## src/rtl/reg_bus_hub_if.sv

```systemverilog
// Register-bus bundle: request side from the frame address decoder plus the broadcast/ack side to N register slaves.
// The hub uses the master modport (it masters the slave bus); the surrounding system uses the slave modport.
interface reg_bus_hub_if #(
    parameter int N_SLAVES = 3,
    parameter int ADDR_W   = 4,
    parameter int DATA_W   = 4,
    parameter int IDX_W    = (N_SLAVES > 1) ? $clog2(N_SLAVES) : 1
);
    logic                         m_valid;
    logic [ADDR_W-1:0]            m_address;
    logic [DATA_W-1:0]            m_data;
    logic                         m_ready;
    logic                         m_done;
    logic [DATA_W-1:0]            m_rdata;
    logic                         m_rdata_valid;
    logic [1:0]                   m_err;
    logic [IDX_W-1:0]             m_slave;
    logic                         s_valid;
    logic [ADDR_W-1:0]            s_address;
    logic [DATA_W-1:0]            s_data;
    logic [N_SLAVES-1:0]          s_ack;
    logic [N_SLAVES*DATA_W-1:0]   s_data_out;
    logic [N_SLAVES-1:0]          s_data_out_valid;

    modport master (
        input  m_valid, m_address, m_data, s_ack, s_data_out, s_data_out_valid,
        output m_ready, m_done, m_rdata, m_rdata_valid, m_err, m_slave,
               s_valid, s_address, s_data
    );

    modport slave (
        output m_valid, m_address, m_data, s_ack, s_data_out, s_data_out_valid,
        input  m_ready, m_done, m_rdata, m_rdata_valid, m_err, m_slave,
               s_valid, s_address, s_data
    );
endinterface

```

## src/rtl/reg_bus_hub.sv

```systemverilog
// Register-bus hub: broadcasts one request to N slaves, waits up to TIMEOUT cycles for an ack, muxes the reply; done 2+ cycles after accept.
// Backpressure: m_ready is low from acceptance through the done pulse; m_valid seen while busy is dropped, nothing is queued.
module reg_bus_hub #(
    parameter int N_SLAVES = 3,
    parameter int ADDR_W   = 4,
    parameter int DATA_W   = 4,
    parameter int TIMEOUT  = 15,
    parameter int IDX_W    = (N_SLAVES > 1) ? $clog2(N_SLAVES) : 1
) (
    input  logic          clk,
    input  logic          rst,
    reg_bus_hub_if.master bus
);
    localparam int CNT_W = $clog2(TIMEOUT + 1);
    localparam logic [CNT_W-1:0] CNT_MAX  = CNT_W'(TIMEOUT);
    localparam logic [CNT_W-1:0] CNT_LAST = CNT_W'(TIMEOUT - 1);

    typedef enum logic [1:0] {IDLE, ISSUE, DONE} state_t;

    state_t              state;
    logic [CNT_W-1:0]    wait_cnt;
    logic [N_SLAVES-1:0] ack_hit;
    logic [DATA_W-1:0]   ack_rdata;
    logic [IDX_W-1:0]    ack_idx;
    logic                ack_multi;

    assign ack_hit   = bus.s_ack & bus.s_data_out_valid;
    assign ack_multi = (bus.s_ack & (bus.s_ack - N_SLAVES'(1))) != '0;

    // Descending scan so the last write leaves the lowest acking index.
    always_comb begin
        ack_rdata = '0;
        ack_idx   = '0;
        for (int i = N_SLAVES - 1; i >= 0; i--) begin
            if (ack_hit[i]) begin
                ack_rdata = ack_rdata | bus.s_data_out[i*DATA_W +: DATA_W];
            end
            if (bus.s_ack[i]) begin
                ack_idx = IDX_W'(i);
            end
        end
    end

    always_ff @(posedge clk or negedge rst) begin
        if (!rst) begin
            state             <= IDLE;
            wait_cnt          <= '0;
            bus.m_ready       <= 1'b1;
            bus.m_done        <= 1'b0;
            bus.m_rdata       <= '0;
            bus.m_rdata_valid <= 1'b0;
            bus.m_err         <= 2'b00;
            bus.m_slave       <= '0;
            bus.s_valid       <= 1'b0;
            bus.s_address     <= '0;
            bus.s_data        <= '0;
        end else begin
            case (state)
                IDLE: begin
                    if (bus.m_valid) begin
                        bus.s_address <= bus.m_address;
                        bus.s_data    <= bus.m_data;
                        wait_cnt      <= '0;
                        bus.m_ready   <= 1'b0;
                        bus.s_valid   <= 1'b1;
                        state         <= ISSUE;
                    end
                end
                ISSUE: begin
                    if (wait_cnt != CNT_MAX) begin
                        wait_cnt <= wait_cnt + CNT_W'(1);
                    end
                    // An ack in the final wait cycle still completes normally.
                    if (|bus.s_ack) begin
                        bus.m_rdata       <= ack_rdata;
                        bus.m_rdata_valid <= |ack_hit;
                        bus.m_slave       <= ack_idx;
                        bus.m_err         <= ack_multi ? 2'b10 : 2'b00;
                        bus.s_valid       <= 1'b0;
                        bus.m_done        <= 1'b1;
                        state             <= DONE;
                    end else if (wait_cnt == CNT_LAST) begin
                        bus.m_rdata       <= '0;
                        bus.m_rdata_valid <= 1'b0;
                        bus.m_slave       <= '0;
                        bus.m_err         <= 2'b01;
                        bus.s_valid       <= 1'b0;
                        bus.m_done        <= 1'b1;
                        state             <= DONE;
                    end
                end
                DONE: begin
                    bus.m_done  <= 1'b0;
                    bus.m_ready <= 1'b1;
                    state       <= IDLE;
                end
                default: begin
                    state <= IDLE;
                end
            endcase
        end
    end
endmodule

```

## src/flat_wrapper.sv

```systemverilog
// flat-port wrapper written by rule: the top's interface ports become plain ports
module reg_bus_hub_flat 
#(
    parameter int N_SLAVES = 3,
    parameter int ADDR_W   = 4,
    parameter int DATA_W   = 4,
    parameter int TIMEOUT  = 15,
    parameter int IDX_W    = (N_SLAVES > 1) ? $clog2(N_SLAVES) : 1
)
  (clk, rst, bus_m_valid, bus_m_address, bus_m_data, bus_s_ack, bus_s_data_out, bus_s_data_out_valid, bus_m_ready, bus_m_done, bus_m_rdata, bus_m_rdata_valid, bus_m_err, bus_m_slave, bus_s_valid, bus_s_address, bus_s_data);
  reg_bus_hub_if #(.N_SLAVES(N_SLAVES), .ADDR_W(ADDR_W), .DATA_W(DATA_W), .IDX_W(IDX_W)) bus_i ();
  input  logic clk;
  input  logic rst;
  input wire logic [$bits(bus_i.m_valid)-1:0] bus_m_valid;
  input wire logic [$bits(bus_i.m_address)-1:0] bus_m_address;
  input wire logic [$bits(bus_i.m_data)-1:0] bus_m_data;
  input wire logic [$bits(bus_i.s_ack)-1:0] bus_s_ack;
  input wire logic [$bits(bus_i.s_data_out)-1:0] bus_s_data_out;
  input wire logic [$bits(bus_i.s_data_out_valid)-1:0] bus_s_data_out_valid;
  output wire logic [$bits(bus_i.m_ready)-1:0] bus_m_ready;
  output wire logic [$bits(bus_i.m_done)-1:0] bus_m_done;
  output wire logic [$bits(bus_i.m_rdata)-1:0] bus_m_rdata;
  output wire logic [$bits(bus_i.m_rdata_valid)-1:0] bus_m_rdata_valid;
  output wire logic [$bits(bus_i.m_err)-1:0] bus_m_err;
  output wire logic [$bits(bus_i.m_slave)-1:0] bus_m_slave;
  output wire logic [$bits(bus_i.s_valid)-1:0] bus_s_valid;
  output wire logic [$bits(bus_i.s_address)-1:0] bus_s_address;
  output wire logic [$bits(bus_i.s_data)-1:0] bus_s_data;
  assign bus_i.m_valid = bus_m_valid;
  assign bus_i.m_address = bus_m_address;
  assign bus_i.m_data = bus_m_data;
  assign bus_i.s_ack = bus_s_ack;
  assign bus_i.s_data_out = bus_s_data_out;
  assign bus_i.s_data_out_valid = bus_s_data_out_valid;
  assign bus_m_ready = bus_i.m_ready;
  assign bus_m_done = bus_i.m_done;
  assign bus_m_rdata = bus_i.m_rdata;
  assign bus_m_rdata_valid = bus_i.m_rdata_valid;
  assign bus_m_err = bus_i.m_err;
  assign bus_m_slave = bus_i.m_slave;
  assign bus_s_valid = bus_i.s_valid;
  assign bus_s_address = bus_i.s_address;
  assign bus_s_data = bus_i.s_data;
  reg_bus_hub #(.N_SLAVES(N_SLAVES), .ADDR_W(ADDR_W), .DATA_W(DATA_W), .TIMEOUT(TIMEOUT), .IDX_W(IDX_W)) u_core (.clk(clk), .rst(rst), .bus(bus_i));
endmodule
```

## config.mk

```make
export PLATFORM = sky130hd
export DESIGN_NAME = reg_bus_hub_flat
export DESIGN_NICKNAME = d
export VERILOG_FILES = /design/src/rtl/reg_bus_hub_if.sv /design/src/rtl/reg_bus_hub.sv /design/src/flat_wrapper.sv
export SDC_FILE = /design/constraint.sdc
export NUM_CORES = 1
export LEC_CHECK = 0
export CAP_MARGIN = 5
export CORE_MARGIN = 2
export CORE_UTILIZATION = 49
export CTS_BUF_LIST = sky130_fd_sc_hd__clkbuf_4 sky130_fd_sc_hd__clkbuf_8
export DETAILED_ROUTE_END_ITERATION = 6
export HOLD_SLACK_MARGIN = 0.05
export PLACE_DENSITY = 0.87
export SYNTH_ARGS = -nofsm -noshare
export SYNTH_HDL_FRONTEND = slang
export SYNTH_SLANG_ARGS = --single-unit
```

## constraint.sdc

```tcl
create_clock -name clk -period 5.69 [get_ports clk]
set_clock_uncertainty 0.1 [all_clocks]
set_input_delay 1.4225 -clock clk [delete_from_list [all_inputs] [get_ports clk]]
set_output_delay 1.4225 -clock clk [all_outputs]
set_load 0.05 [all_outputs]
```

=== Yosys cells after proc, flatten, opt, wreduce, memory -nomap -nowiden ===
Index checks and enable logic that the tools add are counted.

* Register bits after elaboration: 26
* Bits of input ports: 29
* Logic and storage cells: 69

* $add $sub $neg: 2
* Eq/ne operators: 7
* Mux-type cells: 30
* Bitwise operators: 4
* Reduce and logical (&&, ||, !) cells: 15

{| class="wikitable"
|+ Operators with widths
! cell !! count
|-
| 2-to-1 mux 4 bit || 7
|-
| 2-to-1 mux 2 bit || 11
|-
| AND reduction 2 bit || 5
|-
| bitwise OR 4 bit || 2
|-
| case mux 4 bit (2 select lines) || 1
|-
| nonzero test 2 bit || 4
|-
| 2-to-1 mux 1 bit || 7
|-
| bitwise AND 3 bit || 2
|-
| case mux 1 bit (2 select lines) || 3
|-
| AND reduction 3 bit || 2
|-
| OR reduction 3 bit || 2
|-
| adder 4 x 1 -> 4 bit, second input constant || 1
|-
| == test 4 bit, second input constant || 1
|-
| inequality test 4 bit, second input constant || 1
|-
| case mux 2 bit (2 select lines) || 1
|-
| inequality test 3 x 1 -> 1 bit, second input constant || 1
|-
| nonzero test 3 bit || 1
|-
| subtractor 3 x 1 -> 3 bit, second input constant || 1
|-
| == test 2 x 1 -> 1 bit, second input constant || 1
|-
| == test 2 bit, second input constant || 1
|-
| logical NOT 2 bit || 1
|-
| inequality test 2 x 1 -> 1 bit, second input constant || 1
|-
| inequality test 2 bit, second input constant || 1
|}

=== Logic depth before layout (Yosys ltp) ===
Gate-level depths: netlist of the first run.

* Depth in word-level cells: 7
* Gate-level depth with buffers: 6

=== Worst setup path after synthesis of the first run ===
No wires, ideal clock.

* Path kind: in2reg
* Start: in bus_s_ack[2]
* End: reg u_core.state[1]
* Setup time: 0.125 ns
* Arrival time: 2.600 ns
* Data required time: 5.465 ns
* Path slack: 2.865 ns
* Cell stages on the path: 5
* Cells stage by stage: buf_6 -> or3_4 -> buf_6 -> o31a_1 -> mux2_4

* Word-level cells in the longest chain between the ends: 3

{| class="wikitable"
|+ Ends and longest elaborated chain
! what !! line !! RTL
|-
| start, declared || flat_wrapper.sv:17 || <nowiki>input wire logic [$bits(bus_i.s_ack)-1:0] bus_s_ack;</nowiki>
|-
| OR reduction 3 bit (*) || reg_bus_hub.sv:74 || <nowiki>if (|bus.s_ack) begin</nowiki>
|-
| 2-to-1 mux 2 bit / inequality test 3 x 1 -> 1 bit (equally long branches) || n/a ||
|-
| case mux 2 bit (2 select lines) / AND reduction 2 bit (equally long branches) || n/a ||
|-
| end signal, assigned || reg_bus_hub.sv:66 || <nowiki>state <= ISSUE;</nowiki>
|-
| end signal, assigned || reg_bus_hub.sv:81 || <nowiki>state <= DONE;</nowiki>
|-
| end signal, assigned || reg_bus_hub.sv:89 || <nowiki>state <= DONE;</nowiki>
|-
| end, declared || reg_bus_hub.sv:20 || <nowiki>state_t state;</nowiki>
|}

Every way passes the cells marked *; elsewhere a longest branch is shown, timed or not.
A chain may end at the register's enable or synchronous reset.

=== Final worst setup path of the first run ===
* Start: reg u_core.bus.m_ready
* End: out bus_m_ready

{| class="wikitable"
|+ RTL lines
! what !! line !! RTL
|-
| start, declared || reg_bus_hub_if.sv:27 || <nowiki>output m_ready, m_done, m_rdata, m_rdata_valid, m_err, m_slave,</nowiki>
|-
| start signal, assigned || reg_bus_hub.sv:48 || <nowiki>bus.m_ready <= 1'b1;</nowiki>
|-
| start signal, assigned || reg_bus_hub.sv:64 || <nowiki>bus.m_ready <= 1'b0;</nowiki>
|-
| start signal, assigned || reg_bus_hub.sv:94 || <nowiki>bus.m_ready <= 1'b1;</nowiki>
|-
| end, declared || flat_wrapper.sv:20 || <nowiki>output wire logic [$bits(bus_i.m_ready)-1:0] bus_m_ready;</nowiki>
|}

No word-level cell between the ends.

==> key figures, run 1 <==
Power and ir drop
  – Worst vdd ir: ~430 µV
  – Pwr dens: approximately 570 nW/µm²
  – LEAKAGE: 0.844 nW

Setup path
  – Startpoint types: flop
  – Worst EP required: 4.17 ns
  – Worst-path cell chain: clkdlybuf4s50_1
  – Worst Setup End Kind: output port
  – CP delay by family, top: buffers and inverters
  – Critical path class: flop to output port
  – Slowest-stage cell, CP: clkdlybuf4s50_1
  – Critical Path Fanout Max: 3
  – Data arrival, critical path: 1.68 ns
  – Critical path buffer and inverter count: 1
  – Slowest stage delay, CP: 0.80 ns

Clocking
  – CTS root buf: clkbuf_4
  – CTS resizes: 0
  – Clock transition at path regs: roughly 0.14 ns
  – # clock sinks: 26
  – Post-CTS setup buffers: 0
  – # hold bufs at CTS: 0
  – CTS H-Tree Depth: 1
  – Skew-Pair Late Insertion Delay: 0.32 ns
  – CTS buffer count: 3
  – TritonCTS clock tree: yes
  – Clock buffer depth: 2

Placement
  – Port Buffers: 48
  – Final HPWL DP: 2130 µm
  – GP Congestion: between 0.8 and 0.9

Synthesis
  – Post-synthesis cell type count: 35
  – Mapped Area: 1320 µm²
  – #FFs+latches synth: 26
  – Cell taking the most area after synthesis: dfrtp_1
  – Cells after Synth: 118
  – Top area cells in the synthesized netlist: dfrtp_1 47%, mux2_2 7.7%, ha_1 5.7%
  – Synth Warn #: 0
  – Post-synth top area share: 47.3%
  – Syn Area/Cell: 11.2 µm²
  – Post-synth net total: about 150
  – Seq/Total Area, Yosys: 49.3%

Detailed routing
  – DRT Pass-1 Iters: 5
  – DR DRC count: 0
  – Wirelength per Cell: roughly 14 µm
  – Number of vias per cell: 5.66
  – Final ANT Viol Nets: 0
  – Vias post-DR: 1104
  – Drt total wl: 2760 µm
  – Starting DRT DRC Count: 27

Timing
  – Fin crit share: a little under three fifths
  – Slew Viols, Final: 0
  – WHS: 0.390 ns
  – RSZ-0062 raised after global routing: false
  – Slew @ Worst Pin: approximately 0.62 ns
  – Fmax: ~310 MHz
  – Total Neg Setup Slack: 0 ns
  – Min cycle time layout: 3.20 ns
  – Final Hold Viols: 0
  – Slew headroom: 58.1%
  – # setup viols final: 0

GRT
  – Busiest metal layer after global routing: met2
  – M1 GR Usage: 24.4%
  – Pin count of the biggest net entering global routing: 27
  – Total track usage: 18.8%
  – Number of antenna violations at the first check in global routing: 0
  – Remaining global-route overflow: 0
  – Met3 usage: 4.88%
  – Vias in the first global route: roughly 1000
  – First-pass GRT wire length: approximately 4600 µm
  – Routing usage on met2: a little under a third

Die
  – Die Area: around 3100 µm²
  – Top-Level Pins: 49
  – Core Box Area: between 2000 and 3000 µm²
  – Die W: 56.0 µm
  – Row count: 18
  – Die Y: approximately 56 µm
  – Starting Density: 52.4%

Finish
  – Ant. Diodes: 0
  – Share of cells above drive strength 1: 11.5%
  – Layout area overhead: 41.7%
  – Nets@finish: 201
  – Util after Layout: 74.3%

Status
  – Status: completed

Worst hold path
  – Hold Path Class: flop to flop

Flow run
  – Max-Cap Viols: 0
[state kept, by name, indices dropped and copies added, names as in the netlist, 2 cells and up]
name,flops
u_core.bus.m_err,2
u_core.bus.m_rdata,4
u_core.bus.m_slave,2
u_core.bus.s_address,4
u_core.bus.s_data,4
u_core.state,2
u_core.wait_cnt,4
[cells by family (layout without fill, tap and decap cells)]
kind of cell    after synthesis  after routing  share of synthesized area (%)
simple gates                 31             31                           12.7
compound gates               28             28                           15.5
flops                        26             26                           49.3
buf+inv                      14             61                           5.77
mux                          13             13                           11.1
fa+ha+maj                     6              6                           5.68
[per-stage QoR]
stage               setup slack, ns  instance area [µm²]  std cells  power [W]
floorplan                      2.87                 1320        118   0.000739
global placement               2.45                 1790        190   0.000926
detailed placement             2.39                 1790        190   0.000940
CTS                            2.47                 1850        194    0.00107
global route                   2.43                 1870        195    0.00112
finish                         2.49                 1870        195    0.00106
[report_power, final]
group	internal, W	leakage, nW	total (W)	switching, W
registers	0.000266	0.319	0.000313	0.0000470
clock network	0.0000712	0.0279	0.000125	0.0000538
logic	0.000239	0.497	0.000621	0.000382
[cells in the final DEF (no fill, tap or decap), types with 2 or more instances in the layout]
cell             count
mux2_2               9
ha_1                 6
nand3_1             14
clkbuf_4             3
nor3b_1              2
a21oi_1              4
nor2_1               4
clkdlybuf4s50_1     48
and3_1               2
mux2i_1              3
o31ai_1              3
dfrtp_1             25
nand2_1              2
nand2b_1             2
a21o_1               6
inv_1                8
o2bb2ai_1            2
a31oi_1              4
[routing by layer]
metal	part of all wire (%)	wire [µm]
met5	0	0
met4	1.0	28
met3	9.5	262
met2	47	1300
met1	42	1170
[area by class of cell]
type | instances | area, µm²
clock buffer | 3 | 22.5
clock inverter | 1 | 30.0
fill | 183 | 648
inverter | 8 | 30.0
multi-input combinational | 78 | 594
sequential | 26 | 652
tap | 30 | 37.5
timing repair buffer | 49 | 508
[cells in the mapped netlist (all sizes together)]
cell type / n
a211o: 1
o31ai: 3
o21ai: 2
inv: 8
a21boi: 1
nor3b: 2
nand2: 2
dfrtp: 25
nor2: 4
nand4: 1
nor3: 1
and3: 2
or3: 1
a31oi: 4
buf: 4
nand2b: 2
a21oi: 4
o22ai: 1
nor2b: 1
nand3: 14
dfstp: 1
o31a: 2
nor4: 1
a32o: 1
o2bb2ai: 2
clkbuf: 2
a21o: 6
mux2i: 3
ha: 6
a222oi: 1
mux2: 10
[path summary, 6_finish.rpt]
| path | to | startpoint | slack [ns] | cells after the start |
|---|---|---|---|---|
| max reg2reg | u_core.state[1] | u_core.state[1] | 3.66 | 5 |
| min in group asynchronous | u_core.bus.s_data[1] | rst | 1.31 | 1 |
| max in group asynchronous | u_core.bus.m_ready | rst | 3.66 | 2 |
| min reg2reg | u_core.bus.m_rdata[3] | u_core.bus.m_rdata[3] | 0.39 | 1 |
| max | bus_m_ready | u_core.bus.m_ready | 2.49 | 1 |
| min | u_core.bus.m_rdata[3] | u_core.bus.m_rdata[3] | 0.39 | 1 |
Note: power is estimated with default switching activity, not from simulation.
==> inputs of run 2 (changes only) <==
--- a/config.mk
+++ b/config.mk
@@ -7,11 +7,11 @@
 export LEC_CHECK = 0
 export CAP_MARGIN = 5
 export CORE_MARGIN = 2
-export CORE_UTILIZATION = 49
+export CORE_UTILIZATION = 45
 export CTS_BUF_LIST = sky130_fd_sc_hd__clkbuf_4 sky130_fd_sc_hd__clkbuf_8
 export DETAILED_ROUTE_END_ITERATION = 6
 export HOLD_SLACK_MARGIN = 0.05
-export PLACE_DENSITY = 0.87
+export PLACE_DENSITY = 0.81
 export SYNTH_ARGS = -nofsm -noshare
 export SYNTH_HDL_FRONTEND = slang
 export SYNTH_SLANG_ARGS = --single-unit
==> constraint.sdc (replaced) <==
create_clock -name clk -period 3.1 [get_ports clk]
set_clock_uncertainty 0.1 [all_clocks]
set_input_delay 0.775 -clock clk [delete_from_list [all_inputs] [get_ports clk]]
set_output_delay 0.775 -clock clk [all_outputs]
set_load 0.05 [all_outputs]
==> key figures, run 2 (synthesized netlist as in run 1, its figures left out) <==
Status
  – Status: completed

Timing
  – Fin crit share: 82.5%
  – Min cycle time layout: 2.56 ns
  – Slew Viols, Final: 0 (unchanged)
  – Slew @ Worst Pin: 0.620 ns (-0.00323 ns)
  – WHS: 0.400 ns (+0.00931 ns)
  – Total Neg Setup Slack: 0 ns (unchanged)
  – RSZ-0062 raised after global routing: false
  – Fmax: 391 MHz
  – # setup viols final: 0 (unchanged)
  – Slew headroom: 58.3% (+0.22 points)
  – Final Hold Viols: 0 (unchanged)

GRT
  – Vias in the first global route: 1094 (+5.9%)
  – Total track usage: 18.6% (-0.21 points)
  – First-pass GRT wire length: 4940 µm (+6.7%)
  – Number of antenna violations at the first check in global routing: 0 (unchanged)
  – Pin count of the biggest net entering global routing: 27 (unchanged)
  – Remaining global-route overflow: 0 (unchanged)

Worst hold path
  – Hold Path Class: flop to flop

Clocking
  – Post-CTS setup buffers: 0 (unchanged)
  – TritonCTS clock tree: yes
  – # hold bufs at CTS: 0 (unchanged)
  – Clock buffer depth: 2 (unchanged)
  – CTS resizes: 0 (unchanged)
  – Clock transition at path regs: 0.14 ns (about the same)
  – CTS H-Tree Depth: 1 (unchanged)
  – CTS root buf: clkbuf_4
  – Skew-Pair Late Insertion Delay: 0.31 ns (about the same)
  – # clock sinks: 26 (unchanged)
  – CTS buffer count: 3 (unchanged)

Setup path
  – Data arrival, critical path: 1.68 ns (about the same)
  – Worst Setup End Kind: output port
  – CP delay by family, top: buffers and inverters
  – Critical path class: flop to output port
  – Worst Reg-to-Reg Cells: 5 (unchanged)
  – Reg2Reg Launch Point: u_core.state[1]
  – Reg-to-reg critical path endpoint: u_core.state[1]
  – Levels on crit path: 1 (unchanged)
  – Startpoint types: flop
  – Worst-path cell chain: clkdlybuf4s50_1
  – Setup crit start: u_core.bus.m_ready
  – Critical path buffer and inverter count: 1 (unchanged)
  – Critical Path Sink: bus_m_ready
  – Register-to-register setup slack: 1.08 ns (-2.58 ns)
  – Critical Path Fanout Max: 3 (unchanged)
  – Slowest stage delay, CP: 0.80 ns (about the same)
  – Slowest-stage cell, CP: clkdlybuf4s50_1
  – Worst EP required: 2.22 ns (-1.95 ns)

Finish
  – Most common cell after layout, fill and taps aside: clkdlybuf4s50_1
  – Nets@finish: 201 (unchanged)
  – Util after Layout: 66.7% (-7.6 points)
  – Most frequent cells in the layout: 48 x clkdlybuf4s50_1, 25 x dfrtp_1, 14 x nand3_1, 9 x mux2_2, 8 x inv_1
  – Ant. Diodes: 0 (unchanged)
  – Share of cells above drive strength 1: 11.5% (unchanged)
  – Layout area overhead: 40.3%

Die
  – Top-Level Pins: 49 (unchanged)
  – Die Y: 58.2 µm (+4.0%)
  – Core Box Area: 2780 µm² (+10%)
  – Die Area: 3390 µm² (+8.2%)
  – Die W: 58.2 µm (+4.0%)
  – Starting Density: 47.5% (-4.9 points)
  – Row count: 19 (+1)

Power and ir drop
  – Logic pwr share: 58.8% (+0.2 points)
  – Worst vdd ir: 725 µV (+68%)
  – Sw Ratio: 45.9% (+0.28 points)
  – LEAKAGE: 0.836 nW (-0.93%)
  – Psw: 0.000897 W (+86%)
  – Flop pwr share: 29.6% (about the same)
  – Pint: 0.00106 W (+84%)
  – Clock share of power: 11.6% (-0.2 points)
  – Pwr dens: 1050 nW/µm² (+86%)

Detailed routing
  – Wirelength per Cell: 14.6 µm (+2.8%)
  – Starting DRT DRC Count: 18 (-33%)
  – DR DRC count: 0 (unchanged)
  – Number of vias per cell: 5.54 (-2.2%)
  – Vias post-DR: 1085 (-1.7%)
  – Drt total wl: 2850 µm (+3.3%)
  – DRT Pass-1 Iters: 6 (+1)
  – Final ANT Viol Nets: 0 (unchanged)

Placement
  – Final HPWL DP: 2200 µm (+3.3%)
  – Port Buffers: 48 (unchanged)
  – GP Congestion: 0.749 (-11%)

Flow run
  – Max-Cap Viols: 0 (unchanged)
## run 2: layer usage
metal  vias up  GRT usage, %  share of wire [%]
met5         -             0                  0
met4         0          3.99               0.53
met3         2          3.13                8.7
met2        55          32.5                 48
met1       500          24.3                 43
li1        528             -                  -
## run 2: final cells by class
cell class / count / area (µm²)
Multi-Input combinational cell: 78 / 594
Inverter: 8 / 30.0
Timing Repair Buffer: 49 / 488
Tap cell: 31 / 38.8
Sequential cell: 26 / 652
Clock buffer: 3 / 22.5
Clock inverter: 1 / 30.0
Fill cell: 219 / 926
## run 2: worst min path at each step
stage / start / endpoint / slack (ns) / cells past startpoint
floorplan: rst / u_core.bus.m_done / 0.38 / 0
global placement: u_core.bus.m_rdata[3] / u_core.bus.m_rdata[3] / 0.36 / 1
detailed placement: u_core.bus.m_rdata[1] / u_core.bus.m_rdata[1] / 0.37 / 1
CTS: u_core.bus.m_slave[0] / u_core.bus.m_slave[0] / 0.41 / 1
global route: u_core.bus.m_slave[0] / u_core.bus.m_slave[0] / 0.43 / 1
finish: u_core.bus.m_slave[0] / u_core.bus.m_slave[0] / 0.40 / 1
## run 2: power by group through the flow
| stage | combinational, W | sequential (W) | clock (W) |
|---|---|---|---|
| 2_1_floorplan | 0.000353 | 0.00100 | 0 |
| 3_3_place_gp | 0.00113 | 0.000576 | 0 |
| 3_5_place_dp | 0.00115 | 0.000584 | 0 |
| 4_1_cts | 0.00116 | 0.000579 | 0.000231 |
| 5_1_grt | 0.00122 | 0.000602 | 0.000247 |
| 6_report | 0.00115 | 0.000578 | 0.000226 |
## run 2: metrics by stage
stage          area [µm²]  setup slack (ns)  total power, W  instances
2_1_floorplan        1320             0.923         0.00136        118
3_3_place_gp         1800             0.501         0.00170        192
3_5_place_dp         1800             0.461         0.00174        192
4_1_cts              1860             0.532         0.00197        196
5_1_grt              1860             0.508         0.00206        196
6_report             1860             0.541         0.00195        196
